--- src/rtl/all_men_in_detector.sv ---
// Arrival-accumulation detector: pulses all_men_in once every person has arrived.
// Ports: clk, rst_in (async high), men[N-1:0] strobes, all_men_in registered flag.
module all_men_in_detector #(
  parameter int N = 4
) (
  input  logic         clk,
  input  logic         rst_in,
  input  logic [N-1:0] men,
  output logic         all_men_in
);

  logic [N-1:0] seen_q;
  logic [N-1:0] seen_d;
  logic         all_men_in_q;
  logic         all_men_in_d;
  logic [N-1:0] acc;

  // Completion re-arms immediately, so a bit still high next
  // cycle counts toward the following group.
  always_comb begin
    acc          = seen_q | men;
    all_men_in_d = &acc;
    seen_d       = all_men_in_d ? '0 : acc;
  end

  always_ff @(posedge clk or posedge rst_in) begin
    if (rst_in) begin
      seen_q       <= '0;
      all_men_in_q <= 1'b0;
    end else begin
      seen_q       <= seen_d;
      all_men_in_q <= all_men_in_d;
    end
  end

  assign all_men_in = all_men_in_q;

endmodule

--- config.mk ---
export PLATFORM = sky130hd
export DESIGN_NAME = all_men_in_detector
export DESIGN_NICKNAME = d
export VERILOG_FILES = /design/src/rtl/all_men_in_detector.sv
export SDC_FILE = /design/constraint.sdc
export NUM_CORES = 1
export LEC_CHECK = 0
export ABC_AREA = 1
export BUFFER_PORTS_ARGS = -buffer_cell sky130_fd_sc_hd__clkbuf_2
export CAP_MARGIN = 0
export CORE_AREA = 2 2 39 41
export CTS_CLUSTER_DIAMETER = 120
export CTS_CLUSTER_SIZE = 10
export DETAILED_ROUTE_END_ITERATION = 8
export DIE_AREA = 0 0 41 43
export GPL_TIMING_DRIVEN = 0
export HOLD_SLACK_MARGIN = 0.06
export REMOVE_ABC_BUFFERS = 1
export SLEW_MARGIN = 20
export SYNTH_ARGS = -nofsm -noshare
export SYNTH_HDL_FRONTEND = slang
export SYNTH_SLANG_ARGS = --single-unit
--- constraint.sdc ---
create_clock -name clk -period 1.91 [get_ports clk]
set_input_delay 0 -clock clk [delete_from_list [all_inputs] [get_ports clk]]
set_output_delay 0 -clock clk [all_outputs]
set_load 0.01 [all_outputs]
==> flow_summary.yaml, run 1 <==
run_status:
  status: "completed"
synth:
  yosysWarningCount: 0
  ys_seq_area_frac: 0.606
  ys_types: 7
  netlist_instances: 20
  synth_seq_cells: 5
  synth_area_sq_um: 206
  syn_area_per_cell_sq_um: 10.3
setup_path:
  cp-start-kind: "primary input"
  critPathTopFamily: "buffers and inverters"
  arrival_ns: 1.54
  critPathMaxStageDelay_ns: 0.56
  r2r_start: "seen_q[0]"
  crit_path_end_kind: "flop"
  cp.depth: 6
  critical_path.startpoint: "men[0]"
  path_cells: "dlygate4sd3_1, clkbuf_2, nor2_2, inv_1, a21oi_1, dlygate4sd3_1"
  cp-endpoint: "seen_q[1]"
  crit_fanout: 3
  crit_slowest_cell: "dlygate4sd3_1"
  required_ns: 2.09
  path_class: "primary input to flop"
  cp.buffers_inverters: 4
  critPathMostFrequentCell: "dlygate4sd3_1"
  timing.rr.end: "seen_q[1]"
  r2r_slack_ns: 0.60
  reg2reg_depth: 4
layout:
  mostFrequentLayoutCells: "clkbuf_2, dfrtp_1, dlygate4sd3_1, nor2_2, a21oi_1"
  area_growth_pct: 61.2
  utilization: 0.241
  fin_cells: 51
  diodes: 0
  layout_commonest_cell: "clkbuf_2"
  fin_nets: 42
  drive_above_1_share: 0.400
placement:
  gp_congestion: 0.791
  dp_cells: 42
  io_buffers: 6
job:
  maxCapViolations: 0
route:
  avgRoutedWirePerCell_microns: 7.29
  drc: 0
  drtAntennaViolNets: 0
  firstDrtPassIters: 4
  drt-initial-drc-count: 7
  vias: 180
  drt-vias-per-instance: 3.53
  wirelength_microns: 372
clocking:
  cts_max_path_buffers: 2
  insertion_delay_ns: 0.24
  cts_tree: "yes"
  htreeDepth: 1
  cts_setup_buffers: 0
  clock-sinks: 5
  cts_inserted_buffers: 3
  cts_root_buf: "clkbuf_4"
  cts_resized: 0
  path_clk_slew_ns: 0.05
timing:
  slew_viol_final: 0
  max_slew_margin: 0.872
  setup-tns-final_ns: 0
  setup_viol: 0
  finClkSkew_ns: 0.00486
  worst-slew-pin-transition_ns: 0.191
  max_freq_ghz: 0.733
  fin_crit_ns: 1.36
  rsz0062_at_grt: "no"
  hold_viol_final: 0
  period_share: 0.715
grt:
  grt_pass1_wl_microns: 703
  antenna_found_initial: 0
  grt_pass1_vias: 194
  grt_overflow: 0
  grt_max_degree: 6
  gr-usage-all-layers: 0.0666
floorplanning:
  die_w_microns: 41
  die_h_microns: 43
  pin_count: 7
  start_util: 0.149
  num_rows: 14
  die_area_sq_um: 1760
  coreArea_sq_um: 1380
power_and_ir_drop:
  vdd.ir_drop.worst_uv: 484
  p_leak_nw: 0.156
  powerDensity_nw_per_um2: 1170
worst_hold_path:
  hold_class: "primary input to flop"
[synthesized netlist by cell type]
| cell | number | area share |
|---|---|---|
| a21oi_1 | 4 | 0.097 |
| and2_1 | 1 | 0.030 |
| dfrtp_1 | 5 | 0.61 |
| inv_1 | 3 | 0.055 |
| nor2_1 | 2 | 0.036 |
| nor2_2 | 4 | 0.12 |
| nor2_4 | 1 | 0.055 |
[final cells by class]
cell class / count / area (sq um)
inverter: 3 / 11.3
sequential: 5 / 125
fill: 150 / 1050
tap: 16 / 20.0
clock buffer: 4 / 26.3
multi-input combinational: 12 / 70.1
timing repair buffer: 11 / 80.1
[metal layers]
layer / track usage / up-vias / part of all wire
met5: 0 / - / 0
met4: 0.0400 / 0 / 0
met3: 0.0785 / 0 / 0.097
met2: 0.0875 / 6 / 0.48
met1: 0.0556 / 84 / 0.42
li1: - / 90 / -
[repair_timing]
action	in CTS	in global routing
setup endpoints to repair	0	0
endpoints found under the hold margin	8	0
hold buffers	5	0
[where the power goes]
group | switching [mW] | internal, mW
registers | 0.0176 | 0.146
clock network | 0.0440 | 0.0790
logic | 0.0515 | 0.0512
total | 0.113 | 0.276
[cell families (layout without fill, tap and decap cells)]
| family | count (synthesis) | after routing | share of synthesized area |
|---|---|---|---|
| AO/OA/AOI/OAI | 4 | 4 | 0.0970 |
| AND/OR/NAND/NOR | 8 | 8 | 0.242 |
| flip-flops | 5 | 5 | 0.606 |
| buffers and inverters | 3 | 18 | 0.0545 |
[stage by stage]
| step | setup WS [ns] | power, mW | hold WS [ns] | instance area [sq um] |
|---|---|---|---|---|
| after floorplan | 1.14 | 0.226 | -0.221 | 206 |
| after global placement | 1.12 | 0.248 | -0.109 | 256 |
| after detailed placement | 1.11 | 0.252 | -0.108 | 256 |
| after CTS | 0.573 | 0.395 | 0.0668 | 333 |
| after global routing | 0.466 | 0.421 | 0.0640 | 333 |
| final | 0.545 | 0.389 | 0.0614 | 333 |
[worst min path at each step]
stage	cells past startpoint	slack, ns	end	startpoint
finish	3	0.06	seen_q[3]	men[3]
global route	3	0.06	seen_q[3]	men[3]
CTS	4	0.07	seen_q[0]	men[3]
detailed placement	2	-0.11	seen_q[0]	rst_in
global placement	2	-0.11	seen_q[0]	rst_in
floorplan	1	-0.22	all_men_in	rst_in
[tightest hold or removal path: stages]
cell and delay, ns:
clkbuf_2 0.10, nor2_4 0.04, a21oi_1 0.11
[sequential cells by signal, indices dropped and copies added (netlist names)]
register / flops
seen_q: 4
all_men_in: 1
No activity file was read; power rests on OpenSTA's default activity.
==> run 2: changes to the inputs <==
- ABC_AREA: 1 -> 0
- clock period: 1.91 -> 1.1 ns (I/O delays scaled with it)
==> run 2 against run 1 <==
Against the previous run:
- worst hold slack better by 0.12 ns
- power is 66% higher
- largest power group unchanged
- critical path depth is 2 lower
- sequential cell count stayed put
==> flow_summary.yaml, run 2 <==
run_status:
  status: "completed"
setup_path:
  crit_fanout: 4
  path_class: "primary input to flop"
  arrival_ns: 1.05
  r2r_start: "seen_q[2]"
  critical_path.startpoint: "men[2]"
  cp-start-kind: "primary input"
  required_ns: 1.22
  crit_path_end_kind: "flop"
synth:
  yosysMostFrequentCell: "dfrtp_1"
  ys_top_cells_by_area: "dfrtp_1, o32a_1, nor2_1, nor4_1, inv_1"
  synth_seq_cells: 5
  async_flop_share: 1.00
  synth_area_sq_um: 190
  synth-edff-count: 0
  synth_common_cells: "dfrtp_1, nor2_1, o32a_1"
  syn_area_per_cell_sq_um: 12.7
  synth_top_cell_by_area: "dfrtp_1"
  yosys_most_used_dff: "dfrtp_1"
  synth_top_area_frac: 0.658
  netlist_instances: 15
  ys_types: 5
  yosysWarningCount: 0
  ys_seq_area_frac: 0.658
grt:
  grt_overflow: 0
  gr-usage-all-layers: 0.0646
  grt_pass1_vias: 171
  antenna_found_initial: 0
  grt_pass1_wl_microns: 586
  grt_max_degree: 6
floorplanning:
  die_h_microns: 43
  coreArea_sq_um: 1380
  num_rows: 14
  die_w_microns: 41
  pin_count: 7
  start_util: 0.137
  die_area_sq_um: 1760
power_and_ir_drop:
  p_int_mw: 0.475
  p_leak_nw: 0.143
  powerDensity_nw_per_um2: 2040
  clock_power_share: 0.321
  p_switching_mw: 0.171
  vdd.ir_drop.worst_uv: 361
  swShare: 0.265
  p_seq_frac: 0.437
  pwr-share-comb: 0.242
timing:
  rsz0062_at_grt: "no"
  worst-slew-pin-transition_ns: 0.259
  max_slew_margin: 0.827
  hold_viol_final: 0
  setup-tns-final_ns: 0
  finClkSkew_ns: 0.0000774
  slew_viol_final: 0
  max_freq_ghz: 1.07
  setup_viol: 0
  fin_crit_ns: 0.935
  setup_ws_ns: 0.165
  period_share: 0.850
clocking:
  cts_setup_buffers: 0
  cts_max_path_buffers: 2
  insertion_delay_ns: 0.24
  cts_tree: "yes"
  cts_inserted_buffers: 3
  htreeDepth: 1
  path_clk_slew_ns: 0.04
  clock-sinks: 5
  cts_resized: 0
  cts_root_buf: "clkbuf_4"
route:
  drt-vias-per-instance: 3.70
  drt-initial-drc-count: 0
  drc: 0
  vias: 170
  wirelength_microns: 388
  firstDrtPassIters: 1
  drtAntennaViolNets: 0
  avgRoutedWirePerCell_microns: 8.43
layout:
  layout_commonest_cell: "clkbuf_2"
  area_growth_pct: 66.4
  fillCellCount: 146
  diodes: 0
  fin_nets: 37
  utilization: 0.229
  mostFrequentLayoutCells: "clkbuf_2, dfrtp_1, dlygate4sd3_1, nor2_1, o32a_1"
  multi_input_area_sq_um: 61.3
  drive_above_1_share: 0.300
  largest_reg_flops: 4
  max_flop_register: "seen_q"
  ff_latch_area_sq_um: 125
job:
  maxCapViolations: 0
placement:
  gp_congestion: 0.562
  io_buffers: 6
  post-place-ws_ns: 0.221
worst_hold_path:
  hold_class: "primary input to async pin"
-- run 2: power by group through the flow --
stage | Sequential (mW) | Clock (mW) | Combinational (mW)
floorplan | 0.287 | 0 | 0.0974
global placement | 0.285 | 0 | 0.143
detailed placement | 0.285 | 0 | 0.146
CTS | 0.282 | 0.217 | 0.160
global route | 0.287 | 0.242 | 0.175
finish | 0.282 | 0.207 | 0.157
-- run 2: routing by layer --
| metal | global-route usage | vias up | wire length (microns) |
|---|---|---|---|
| li1 | - | 87 | - |
| met1 | 0.0361 | 72 | 160 |
| met2 | 0.0813 | 9 | 166 |
| met3 | 0.0628 | 2 | 45 |
| met4 | 0.100 | 0 | 14 |
| met5 | 0 | - | 0 |
-- run 2: cell families (layout without fill, tap and decap cells) --
kind of cell	count (synthesis)	after routing	synth area share
buffers and inverters	1	16	0.0197
flip-flops	5	5	0.658
AO/OA/AOI/OAI	4	4	0.211
AND/OR/NAND/NOR	5	5	0.112
-- run 2: final cells by class --
type                    count  area share
inverters                   1      0.0119
well taps                  16      0.0632
clock buffers               4      0.0830
repair buffers             11       0.253
multi-input cells           9       0.194
flip-flops and latches      5       0.395
-- run 2: worst paths after layout --
check	to	slack [ns]	cells after the start
hold / removal	all_men_in	0.18	3
max in group asynchronous	seen_q[0]	0.75	3
setup reg to reg	seen_q[3]	0.22	2
hold reg to reg	seen_q[1]	0.51	1
setup / recovery	seen_q[3]	0.17	4
min in group clk	seen_q[1]	0.51	1
-- run 2: worst max-delay path, stage by stage --
cell and delay, ns:
dlygate4sd3_1 0.52, clkbuf_2 0.11, nor2_1 0.07, o32a_1 0.35
-- run 2: through the flow --
step / power [mW] / instances / cell area, sq um / hold WS (ns)
final: 0.646 / 46 / 317 / 0.183
after global routing: 0.704 / 46 / 317 / 0.197
after CTS: 0.659 / 46 / 317 / 0.183
after detailed placement: 0.431 / 37 / 240 / -0.112
after global placement: 0.428 / 37 / 240 / -0.115
after floorplan: 0.384 / 15 / 190 / -0.221
-- run 2: what timing repair did --
item	4_1_cts	5_1_grt
hold buffers	5	0
endpoints found under the hold margin	9	0
endpoints found under the setup margin	0	0
